--- src/rtl/offnariscv_wb_stage.sv ---
`default_nettype none
// +----------------------------------------------------------------------------+
// | offnariscv_wb_stage: write-back/commit stage joining the EX sideband with   |
// | ALU/BRU/SYS results. Revision 1.0                                           |
// +----------------------------------------------------------------------------+

package offnariscv_wb_pkg;
  localparam int XLEN = 32;

  typedef enum logic [2:0] {
    SYS_CSR        = 3'd0,
    SYS_ECALL      = 3'd1,
    SYS_EBREAK     = 3'd2,
    SYS_MRET       = 3'd3,
    SYS_SRET       = 3'd4,
    SYS_WFI        = 3'd5,
    SYS_SFENCE_VMA = 3'd6
  } system_cmd_e;

  typedef struct packed {
    logic [XLEN-1:0] pc;
    logic [XLEN-1:0] immediate;
    logic [4:0]      rd;
    logic [11:0]     csr_addr;
    logic            alu_cmd_vld;
    logic            bru_cmd_vld;
    logic            sys_cmd_vld;
    system_cmd_e     sys_cmd;
  } id_data_t;

  typedef struct packed {
    id_data_t id_data;
    logic     int_exc_valid;
  } exwb_tdata_t;

  typedef struct packed {
    logic [XLEN-1:0] result;
  } aluwb_tdata_t;

  typedef struct packed {
    logic [XLEN-1:0] result;
    logic [XLEN-1:0] new_pc;
    logic            taken;
  } bruwb_tdata_t;

  typedef struct packed {
    logic            csr_update;
    logic [XLEN-1:0] csr_wdata;
    logic [XLEN-1:0] csr_wmask;
  } syswb_tdata_t;

  typedef struct packed {
    logic [XLEN-1:0] wdata;
    exwb_tdata_t     ex_data;
  } wbrf_tdata_t;
endpackage

module offnariscv_wb_stage
  import offnariscv_wb_pkg::*;
#(
  parameter logic [XLEN-1:0] RESET_PC      = 32'h0000_0000,
  parameter int              INSTRET_WIDTH = 64
) (
  input  logic                     clk,
  input  logic                     rst_n,
  input  logic                     s_exwb_tvalid,
  output logic                     s_exwb_tready,
  input  exwb_tdata_t              s_exwb_tdata,
  input  logic                     s_aluwb_tvalid,
  output logic                     s_aluwb_tready,
  input  aluwb_tdata_t             s_aluwb_tdata,
  input  logic                     s_bruwb_tvalid,
  output logic                     s_bruwb_tready,
  input  bruwb_tdata_t             s_bruwb_tdata,
  input  logic                     s_syswb_tvalid,
  output logic                     s_syswb_tready,
  input  syswb_tdata_t             s_syswb_tdata,
  output logic [11:0]              csr_raddr,
  input  logic [XLEN-1:0]          csr_rdata,
  output logic                     m_wbrf_tvalid,
  output wbrf_tdata_t              m_wbrf_tdata,
  output logic                     csr_we,
  output logic [11:0]              csr_waddr,
  output logic [XLEN-1:0]          csr_wdata,
  output logic [XLEN-1:0]          csr_wmask,
  output logic                     flush,
  output logic [XLEN-1:0]          redirect_pc,
  output logic                     sys_event_vld,
  output system_cmd_e              sys_event_cmd,
  output logic                     sys_event_exc,
  output logic [INSTRET_WIDTH-1:0] instret
);

  typedef enum logic [0:0] {
    ST_RUN   = 1'b0,
    ST_FLUSH = 1'b1
  } state_e;

  typedef enum logic [1:0] {
    UNIT_NONE = 2'd0,
    UNIT_ALU  = 2'd1,
    UNIT_BRU  = 2'd2,
    UNIT_SYS  = 2'd3
  } unit_e;

  state_e          state_q, state_d;
  unit_e           unit;
  id_data_t        head;
  logic            exc;
  logic            unit_vld;
  logic            fire;
  logic            sys_evt;
  logic            bru_taken;
  logic            raise_flush;
  logic            rf_wr;
  logic            csr_wr;
  logic [XLEN-1:0] wdata;
  logic [XLEN-1:0] next_pc;

  assign csr_raddr = s_exwb_tdata.id_data.csr_addr;

  always_comb begin
    head     = s_exwb_tdata.id_data;
    exc      = s_exwb_tdata.int_exc_valid;
    unit     = UNIT_NONE;
    unit_vld = 1'b1;
    if (head.bru_cmd_vld) begin
      unit     = UNIT_BRU;
      unit_vld = s_bruwb_tvalid;
    end else if (head.sys_cmd_vld) begin
      unit     = UNIT_SYS;
      unit_vld = s_syswb_tvalid;
    end else if (head.alu_cmd_vld) begin
      unit     = UNIT_ALU;
      unit_vld = s_aluwb_tvalid;
    end

    fire           = (state_q == ST_RUN) && s_exwb_tvalid && unit_vld;
    s_exwb_tready  = fire;
    s_aluwb_tready = fire && (unit == UNIT_ALU);
    s_bruwb_tready = fire && (unit == UNIT_BRU);
    s_syswb_tready = fire && (unit == UNIT_SYS);

    // Traps and non-CSR system commands both leave via the CSR unit's event path.
    sys_evt     = exc || ((unit == UNIT_SYS) && (head.sys_cmd != SYS_CSR));
    bru_taken   = !exc && (unit == UNIT_BRU) && s_bruwb_tdata.taken;
    raise_flush = sys_evt || bru_taken;
    rf_wr       = !exc && (head.rd != 5'd0);
    csr_wr      = !exc && (unit == UNIT_SYS) && s_syswb_tdata.csr_update;

    wdata = head.immediate;
    case (unit)
      UNIT_ALU: wdata = s_aluwb_tdata.result;
      UNIT_BRU: wdata = s_bruwb_tdata.result;
      UNIT_SYS: wdata = csr_rdata;
      default:  wdata = head.immediate;
    endcase

    next_pc = bru_taken ? s_bruwb_tdata.new_pc : (head.pc + XLEN'(4));

    state_d = ST_RUN;
    if ((state_q == ST_RUN) && fire && raise_flush) begin
      state_d = ST_FLUSH;
    end
  end

  always_ff @(posedge clk or negedge rst_n) begin
    if (!rst_n) begin
      state_q <= ST_RUN;
    end else begin
      state_q <= state_d;
    end
  end

  always_ff @(posedge clk or negedge rst_n) begin
    if (!rst_n) begin
      m_wbrf_tvalid <= 1'b0;
      m_wbrf_tdata  <= '0;
      csr_we        <= 1'b0;
      csr_waddr     <= '0;
      csr_wdata     <= '0;
      csr_wmask     <= '0;
      flush         <= 1'b0;
      redirect_pc   <= RESET_PC;
      sys_event_vld <= 1'b0;
      sys_event_cmd <= SYS_CSR;
      sys_event_exc <= 1'b0;
      instret       <= '0;
    end else begin
      m_wbrf_tvalid <= fire && rf_wr;
      csr_we        <= fire && csr_wr;
      flush         <= fire && raise_flush;
      sys_event_vld <= fire && sys_evt;
      sys_event_exc <= fire && exc;
      if (fire) begin
        m_wbrf_tdata.wdata   <= wdata;
        m_wbrf_tdata.ex_data <= s_exwb_tdata;
      end
      if (fire && csr_wr) begin
        csr_waddr <= head.csr_addr;
        csr_wdata <= s_syswb_tdata.csr_wdata;
        csr_wmask <= s_syswb_tdata.csr_wmask;
      end
      if (fire && raise_flush) begin
        redirect_pc <= next_pc;
      end
      if (fire && sys_evt) begin
        sys_event_cmd <= head.sys_cmd;
      end
      if (fire && !exc) begin
        instret <= instret + {{(INSTRET_WIDTH-1){1'b0}}, 1'b1};
      end
    end
  end

endmodule
`default_nettype wire
--- config.mk ---
export PLATFORM = sky130hd
export DESIGN_NAME = offnariscv_wb_stage
export DESIGN_NICKNAME = d
export VERILOG_FILES = /design/src/rtl/offnariscv_wb_stage.sv
export SDC_FILE = /design/constraint.sdc
export NUM_CORES = 1
export LEC_CHECK = 0
export BUFFER_PORTS_ARGS = -buffer_cell sky130_fd_sc_hd__buf_2
export CAP_MARGIN = 0
export CORE_AREA = 3 3 233 235
export DETAILED_ROUTE_END_ITERATION = 10
export DIE_AREA = 0 0 236 238
export PLACE_DENSITY_LB_ADDON = 0.05
export SLEW_MARGIN = 20
export SYNTH_ARGS = -nofsm -noshare
export SYNTH_HDL_FRONTEND = slang
export SYNTH_SLANG_ARGS = --single-unit
--- constraint.sdc ---
create_clock -name clk -period 2.5 [get_ports clk]
set_input_delay 0 -clock clk [delete_from_list [all_inputs] [get_ports clk]]
set_output_delay 0 -clock clk [all_outputs]
set_load 0.005 [all_outputs]
==> results of run 1 <==
layer usage:
layer	vias to the layer above	GRT usage, %	share of wire [%]
met3	99	5.24	6.4
met2	385	33.0	49
met1	6512	24.5	41
met4	8	6.16	3.2
met5	-	0	0.085
li1	6437	-	-
worst register-to-register path, stage by stage, from the launching register on:
cell and delay, ns:
dfrtp_1 0.35, nand2b_1 0.15, or4_4 0.61, buf_4 0.19, nor2_8 0.07, and3_4 0.22, buf_12 0.23, mux2_2 0.41
through the flow:
stage / power [mW] / std cells / hold slack, ns / util, %
after detailed placement: 9.26 / 2643 / -0.0142 / 33.5
after global placement: 9.22 / 2643 / -0.0243 / 33.5
after CTS: 15.5 / 2964 / 0.000524 / 40.8
after floorplan: 7.36 / 1403 / -0.296 / -
final: 15.2 / 2967 / 0.0339 / 40.9
after global routing: 16.1 / 2965 / 0.0271 / 40.8
flip-flops by register name (all words and copies together), names as in the netlist:
name           count
instret           64
csr_wdata         32
redirect_pc       32
m_wbrf_tdata     120
csr_waddr         12
m_wbrf_tvalid      1
flush              1
csr_we             1
csr_wmask         32
state_q            1
sys_event_vld      1
sys_event_exc      1
sys_event_cmd      3
cell usage after synthesis (6+ instances only):
cell / n
nor4_1: 32
a221oi_1: 30
o21ai_0: 36
buf_1: 9
inv_1: 49
nand4_1: 33
xor2_1: 45
clkbuf_1: 54
a21oi_1: 36
and3_1: 8
nand2_1: 356
o211ai_1: 8
mux2_1: 29
mux2_2: 51
xnor2_1: 43
buf_4: 17
dfrtp_1: 301
nor2_1: 99
nor3_1: 26
mux2i_1: 6
nand3_1: 42
o31ai_1: 30
buf_2: 8
cell families (layout without fill, tap and decap cells):
logic type	Yosys count	in the layout	share of synthesized area [%]
flip-flops	301	301	54.7
XOR/XNOR	88	88	5.60
adder cells (fa/ha/maj)	2	2	0.182
AO/OA/AOI/OAI	154	154	7.39
buffers and inverters	144	1018	4.99
multiplexers	86	86	6.98
other	0	2	0
AND/OR/NAND/NOR	628	628	20.2
power by group:
group / leakage (nW) / internal (mW) / switching, mW / total [mW]
clock: 0.647 / 3.48 / 2.24 / 5.72
combinational: 6.55 / 1.61 / 1.65 / 3.26
sequential: 3.80 / 5.73 / 0.470 / 6.20
cell type report:
cell class,instances,share of cell area [%]
clock inverter,10,0.537
sequential,301,35.2
multi-input combinational,958,26.0
timing repair buffer,896,27.8
antenna,2,0.0234
clock buffer,61,5.55
inverter,51,0.899
tap,688,4.02
cells in the final DEF (no fill, tap or decap), types with 6 or more instances in the layout:
master         synthesis  routed
a21oi_1               36      36
a221oi_1              30      30
and3_1                 8       7
buf_12                 4       7
buf_2                  8     602
buf_4                 17      35
clkbuf_1              54      10
clkbuf_16              0      40
clkbuf_8               0      11
clkinv_2               0       7
dfrtp_1              301     301
dlygate4sd3_1          0     249
inv_1                 49      49
mux2_1                29      29
mux2_2                51      51
mux2i_1                6       6
nand2_1              356     356
nand3_1               42      41
nand4_1               33      33
nor2_1                99      99
nor3_1                26      26
nor4_1                32      32
o211ai_1               8       8
o21ai_0               36      36
o31ai_1               30      30
xnor2_1               43      43
xor2_1                45      45
what timing repair did:
action / in CTS / in global routing
setup buffers: 0 / 1
gates cloned: 0 / 0
gates resized for setup: 3 / 3
hold buffers: 250 / 0
pin swaps: 1 / 1
endpoints found under the setup margin: 1 / 4
endpoints found under the hold margin: 535 / 0
worst min-delay path by stage:
stage	slack (ns)	to	startpoint	depth (start not counted)
detailed placement	-0.01	csr_wmask[19]$_DFFE_PN0P_	rst_n	1
global placement	-0.02	csr_wmask[17]$_DFFE_PN0P_	rst_n	1
CTS	0.0005	m_wbrf_tdata[100]$_DFFE_PN0P_	csr_rdata[12]	5
global route	0.03	m_wbrf_tdata[98]$_DFFE_PN0P_	csr_rdata[10]	5
finish	0.03	m_wbrf_tdata[100]$_DFFE_PN0P_	csr_rdata[12]	5
floorplan	-0.30	csr_waddr[0]$_DFFE_PN0P_	rst_n	0
==> out/metrics.csv, run 1 <==
stage;metric;value;unit
critical_path;cell family with most CP delay;simple AND/OR/NAND/NOR gates;
routing;Post-route DRC;0;
critical_path;Crit Path Max Fanout;40;
power_and_ir_drop;total power divided by cell area;708;nW/um^2
die;io pins;604;
synth;Yosys cell types;53;
critical_path;crit end category;flop;
critical_path;critical path required time;2.93;ns
timing;Hold Violations, Final;0;
critical_path;worst reg2reg path depth;7;
synth;Main synth FF type;dfrtp_1;
final_layout;final net count;2537;
final_layout;layout cells sized above 1;33.9;%
critical_path;WP buf/inv;2;
critical_path;WS Path Type;reg -> reg;
timing;setup total negative slack;0;ns
clock_tree;root buffer cell;clkbuf_16;
critical_path;Critical Path End;csr_wmask[17]$_DFFE_PN0P_;
timing;Worst-Margin Slew;0.701;ns
clock_tree;clock sink total;301;
die;die width;236;um
grt;largest net degree at the start of global routing;71;
place;pre-CTS setup slack;0.276;ns
die;Die Height;238;um
routing;Via density;4.53;
synth;Yosys reg bits;301;
die;Initial Utilization;26.3;%
timing;Slew HR;53.2;%
routing;drt initial violations;576;
critical_path;Startpoint Class;flop;
place;DP HPWL;41600;um
synth;syn_nets;1693;
critical_path;critical path cell sequence;nand2b_1, or4_4, buf_4, nor2_8, and3_4, buf_12, mux2_2;
timing;RSZ-0062 raised after global routing;true;
synth;Synth Warn #;0;
power_and_ir_drop;maximum vdd drop;0.000375;V
clock_tree;Clock Latency Late Sink;0.56;ns
critical_path;RR Endpoint;csr_wmask[17]$_DFFE_PN0P_;
routing;wire length per cell;19.1;um
place;PortBufs;603;
critical_path;Setup crit start;state_q$_DFF_PN0_;
grt;grt ovf;0;
grt;GRT Total Usage;19.6;%
synth;Post-synth EDFFs;0;
grt;first-pass GRT wire length;85500;um
routing;post-detailed-routing wire length;56600;um
final_layout;multi-input logic area;5570;sq um
final_layout;synth-to-layout area growth;55.6;%
timing;fin. max-slew vios;0;
clock_tree;CTS max path bufs;3;
timing;Highest Clock Rate;0.427;GHz
routing;DRT Pass-1 Iters;5;
place;GP Congestion;0.804;
routing;vias;13400;
critical_path;RR Startpoint;state_q$_DFF_PN0_;
die;CORE AREA;52400;sq um
worst_hold_path;HP Class;in -> reg;
final_layout;fill cell count;5441;
die;die area;56200;sq um
timing;final critical-path required period;2.34;ns
clock_tree;CTS tree;built;
synth;FFs w/ async S/R, synth;100;%
clock_tree;register clock-pin slew on the reported worst setup and hold paths;0.06;ns
grt;vias in the first global route;14000;
synth;Cell Area, Synth;13800;sq um
place;Placed Area;17600;sq um
timing;Clock Skew;0.0212;ns
power_and_ir_drop;P_leak;11.0;nW
final_layout;Register Area;7530;sq um
synth;Synth area leaders;dfrtp_1 (55%), nand2_1 (9.7%), mux2_2 (4.2%);
synth;Seq/Total Area, Yosys;54.7;%
timing;final worst path period share;93.8;%
outcome;outcome;finished clean;
timing;Final setup viols;0;
critical_path;register-to-register setup slack;0.16;ns
clock_tree;H-Tree Depth;2;
critical_path;WP depth;7;
synth;Gate Count Post-Synth;1403;
routing;Routed Antenna Nets;0;
clock_tree;TritonCTS Buffers;39;
synth;area share of the largest cell type after synthesis;54.7;%
grt;initial antenna violation count;8;
die;std cell rows;84;
critical_path;CP peak stage delay;0.61;ns
synth;Yosys top cell by area;dfrtp_1;
final_layout;Design Area, Final;21400;sq um
flow_run;max cap viols;0;
timing;post-route setup slack;0.156;ns
critical_path;Crit-path slowest cell;or4_4;
synth;Syn Area/Cell;9.81;sq um
critical_path;WP data arrival;2.78;ns
Power figures use the tool's default switching activity.
==> run 2: changes to the inputs <==
--- a/config.mk
+++ b/config.mk
@@ -5,11 +5,12 @@
 export SDC_FILE = /design/constraint.sdc
 export NUM_CORES = 1
 export LEC_CHECK = 0
+export ABC_AREA = 1
 export BUFFER_PORTS_ARGS = -buffer_cell sky130_fd_sc_hd__buf_2
 export CAP_MARGIN = 0
-export CORE_AREA = 3 3 233 235
+export CORE_AREA = 3 3 234 236
 export DETAILED_ROUTE_END_ITERATION = 10
-export DIE_AREA = 0 0 236 238
+export DIE_AREA = 0 0 237 239
 export PLACE_DENSITY_LB_ADDON = 0.05
 export SLEW_MARGIN = 20
 export SYNTH_ARGS = -nofsm -noshare
==> out/metrics.csv, run 2 <==
stage;metric;value;unit;change
power_and_ir_drop;Design Power;14.8;mW;was 15.2 mW
critical_path;critical path required time;2.93;ns;about the same
die;Die Height;239;um;was 238 um
synth;most frequent cell after synthesis;nand2_1;;unchanged
final_layout;synth-to-layout area growth;51.5;%;was 55.6%
clock_tree;clock sink total;301;;unchanged
synth;Synth area leaders;dfrtp_1 (51%), nand2_1 (22%), nor2_1 (5.4%);;was dfrtp_1 (55%), nand2_1 (9.7%), mux2_2 (4.2%)
die;CORE AREA;52700;sq um;was 52400 sq um
worst_hold_path;HP Class;in -> async;;was in -> reg
power_and_ir_drop;sw frac;30.0;%;was 28.7%
critical_path;WS Path Type;reg -> reg;;unchanged
grt;vias in the first global route;16500;;was 14000
synth;Gate Count Post-Synth;1993;;was 1403
flow_run;max cap viols;0;;unchanged
final_layout;Largest Register;m_wbrf_tdata;;unchanged
synth;Yosys reg bits;301;;unchanged
synth;area share of the largest cell type after synthesis;50.8;%;was 54.7%
die;Initial Utilization;28.2;%;was 26.3%
routing;vias;16300;;was 13400
outcome;outcome;finished clean;;unchanged
critical_path;Crit Path Max Fanout;78;;was 40
synth;Seq/Total Area, Yosys;50.8;%;was 54.7%
final_layout;most frequent cells in the layout;nand2_1 (848), buf_2 (602), dfrtp_1 (301);;was buf_2 (602), nand2_1 (356), dfrtp_1 (301)
timing;Slew HR;57.4;%;was 53.2%
clock_tree;CTS max path bufs;3;;unchanged
synth;Cell Area, Synth;14800;sq um;was 13800 sq um
timing;worst hold margin;0.0340;ns;was 0.0339 ns
final_layout;final net count;3131;;was 2537
routing;post-detailed-routing wire length;63800;um;was 56600 um
clock_tree;Clock Latency Late Sink;0.55;ns;was 0.56 ns
die;std cell rows;84;;unchanged
critical_path;Startpoint Class;flop;;unchanged
timing;final critical-path required period;2.29;ns;was 2.34 ns
routing;Post-route DRC;0;;unchanged
final_layout;multi-input logic area;6390;sq um;was 5570 sq um
power_and_ir_drop;internal power;10.4;mW;was 10.8 mW
critical_path;WP data arrival;2.72;ns;was 2.78 ns
final_layout;Non-Filler Instances;3557;;was 2967
routing;DRT Pass-1 Iters;7;;was 5
timing;Clock Skew;0.00801;ns;was 0.0212 ns
routing;Max Used Layer;met5;;unchanged
die;die area;56600;sq um;was 56200 sq um
power_and_ir_drop;maximum vdd drop;0.000438;V;was 0.000375 V
routing;Routed Antenna Nets;0;;unchanged
final_layout;layout cells sized above 1;24.9;%;was 33.9%
synth;Main synth FF type;dfrtp_1;;unchanged
power_and_ir_drop;Clock Power Share;36.5;%;was 37.7%
synth;Yosys cell types;33;;was 53
routing;wire length on met3;4450;um;was 3620 um
place;PortBufs;603;;unchanged
grt;GRT Total Usage;21.9;%;was 19.6%
grt;initial antenna violation count;5;;was 8
die;die width;237;um;was 236 um
clock_tree;TritonCTS Buffers;39;;unchanged
critical_path;crit end category;flop;;unchanged
grt;largest net degree at the start of global routing;79;;was 71
place;Placed Cells incl. Taps;3224;;was 2643
final_layout;fill cell count;5566;;was 5441
power_and_ir_drop;Combinational Power Share;21.7;%;was 21.5%
routing;Via density;4.57;;was 4.53
timing;Final setup viols;0;;unchanged
grt;grt ovf;0;;unchanged
timing;final worst path period share;91.4;%;was 93.8%
routing;wire length per cell;17.9;um;was 19.1 um
timing;RSZ-0062 raised after global routing;false;;was true
timing;Hold Violations, Final;0;;unchanged
place;DP HPWL;48100;um;was 41600 um
final_layout;commonest non-fill, non-tap cell in the layout;nand2_1;;was buf_2
timing;fin. max-slew vios;0;;unchanged
die;io pins;604;;unchanged
timing;setup total negative slack;0;ns;unchanged
power_and_ir_drop;total power divided by cell area;659;nW/um^2;was 708 nW/um^2
synth;Commonest cells post-synth;nand2_1 (850), dfrtp_1 (301), nor2_1 (215);;was nand2_1 (356), dfrtp_1 (301), nor2_1 (99)
clock_tree;H-Tree Depth;2;;unchanged
clock_tree;register clock-pin slew on the reported worst setup and hold paths;0.06;ns;about the same
final_layout;biggest regs;m_wbrf_tdata x120, instret x64;;unchanged
synth;FFs w/ async S/R, synth;100;%;unchanged
synth;Post-synth EDFFs;0;;unchanged
clock_tree;root buffer cell;clkbuf_16;;unchanged
routing;wire length on met1;26100;um;was 23400 um
synth;syn_nets;2283;;was 1693
routing;met2 wire length;31200;um;was 27800 um
timing;Worst-Margin Slew;0.638;ns;was 0.701 ns
timing;Highest Clock Rate;0.437;GHz;was 0.427 GHz
synth;Syn Area/Cell;7.44;sq um;was 9.81 sq um
synth;Synth Warn #;0;;unchanged
final_layout;Register Area;7530;sq um;unchanged
clock_tree;CTS tree;built;;unchanged
routing;drt initial violations;778;;was 576
synth;Yosys top cell by area;dfrtp_1;;unchanged
power_and_ir_drop;P_leak;11.8;nW;was 11.0 nW
final_layout;max reg flops;120;;unchanged
place;GP Congestion;0.879;;was 0.804
power_and_ir_drop;Seq pwr share;41.8;%;was 40.9%
power_and_ir_drop;switching power;4.44;mW;was 4.36 mW
grt;first-pass GRT wire length;97000;um;was 85500 um
run 2: critical path: stages (launching register included):
cell and delay, ns:
dfrtp_1 0.36, inv_1 0.05, nand2_1 0.04, nor2_1 0.25
nand2_4 0.11, inv_2 0.09, buf_12 0.31, nand2_1 0.24
nand2_1 0.10, o21ai_0 0.07, dlygate4sd3_1 0.55
run 2: metrics by stage:
stage	setup WS, ns	instance area (sq um)	util (%)
3_5_place_dp	0.484	18600	35.3
4_1_cts	0.0511	22400	42.6
2_1_floorplan	0.839	14800	-
6_report	0.214	22500	42.7
5_1_grt	0.0367	22500	42.7
3_3_place_gp	0.510	18600	35.3
run 2: cell type report:
class,instances,area share (%)
timing repair buffer,895,26.6
tap,688,3.83
antenna,4,0.0446
clock buffer,51,4.86
inverter,129,2.18
clock inverter,14,0.496
multi-input combinational,1475,28.4
sequential,301,33.5
run 2: path summary, 6_finish.rpt:
kind	startpoint	end	slack [ns]	cells after the start
setup / recovery	state_q$_DFF_PN0_	sys_event_cmd[1]$_DFFE_PN0P_	0.21	10
hold / removal	rst_n	instret[24]$_DFFE_PN0P_	0.03	2
setup reg to reg	state_q$_DFF_PN0_	sys_event_cmd[1]$_DFFE_PN0P_	0.21	10
hold reg to reg	csr_wmask[15]$_DFFE_PN0P_	csr_wmask[15]$_DFFE_PN0P_	0.47	2
max in group asynchronous	rst_n	instret[45]$_DFFE_PN0P_	1.72	3
min in group clk	s_bruwb_tdata[0]	redirect_pc[1]$_DFFE_PN0P_	0.08	6
run 2: power by group through the flow:
stage	sequential, mW	combinational, mW	clock, mW
floorplan	6.29	1.02	0
global placement	6.24	2.89	0
detailed placement	6.25	2.89	0
CTS	6.19	3.27	5.61
global route	6.30	3.60	5.79
finish	6.19	3.21	5.41
run 2: layer usage:
metal,global-route usage (%),vias to the layer above
li1,-,7950
met1,26.9,7649
met2,37.2,538
met3,5.86,110
met4,7.20,4
met5,0,-
run 2: logic make-up after synthesis:
| group | synth area share, % |
|---|---|
| flops | 50.8 |
| xor+xnor | 2.66 |
| simple gates | 34.0 |
| fa+ha+maj | 0.169 |
| buf+inv | 6.29 |
| compound gates | 6.06 |
run 2: timing repair:
action                     in CTS  in global routing
hold endpoints to repair      497                  0
hold buffers                  262                  0
resized for setup               0                  9
setup endpoints to repair       0                  3
setup buffers                   0                  2
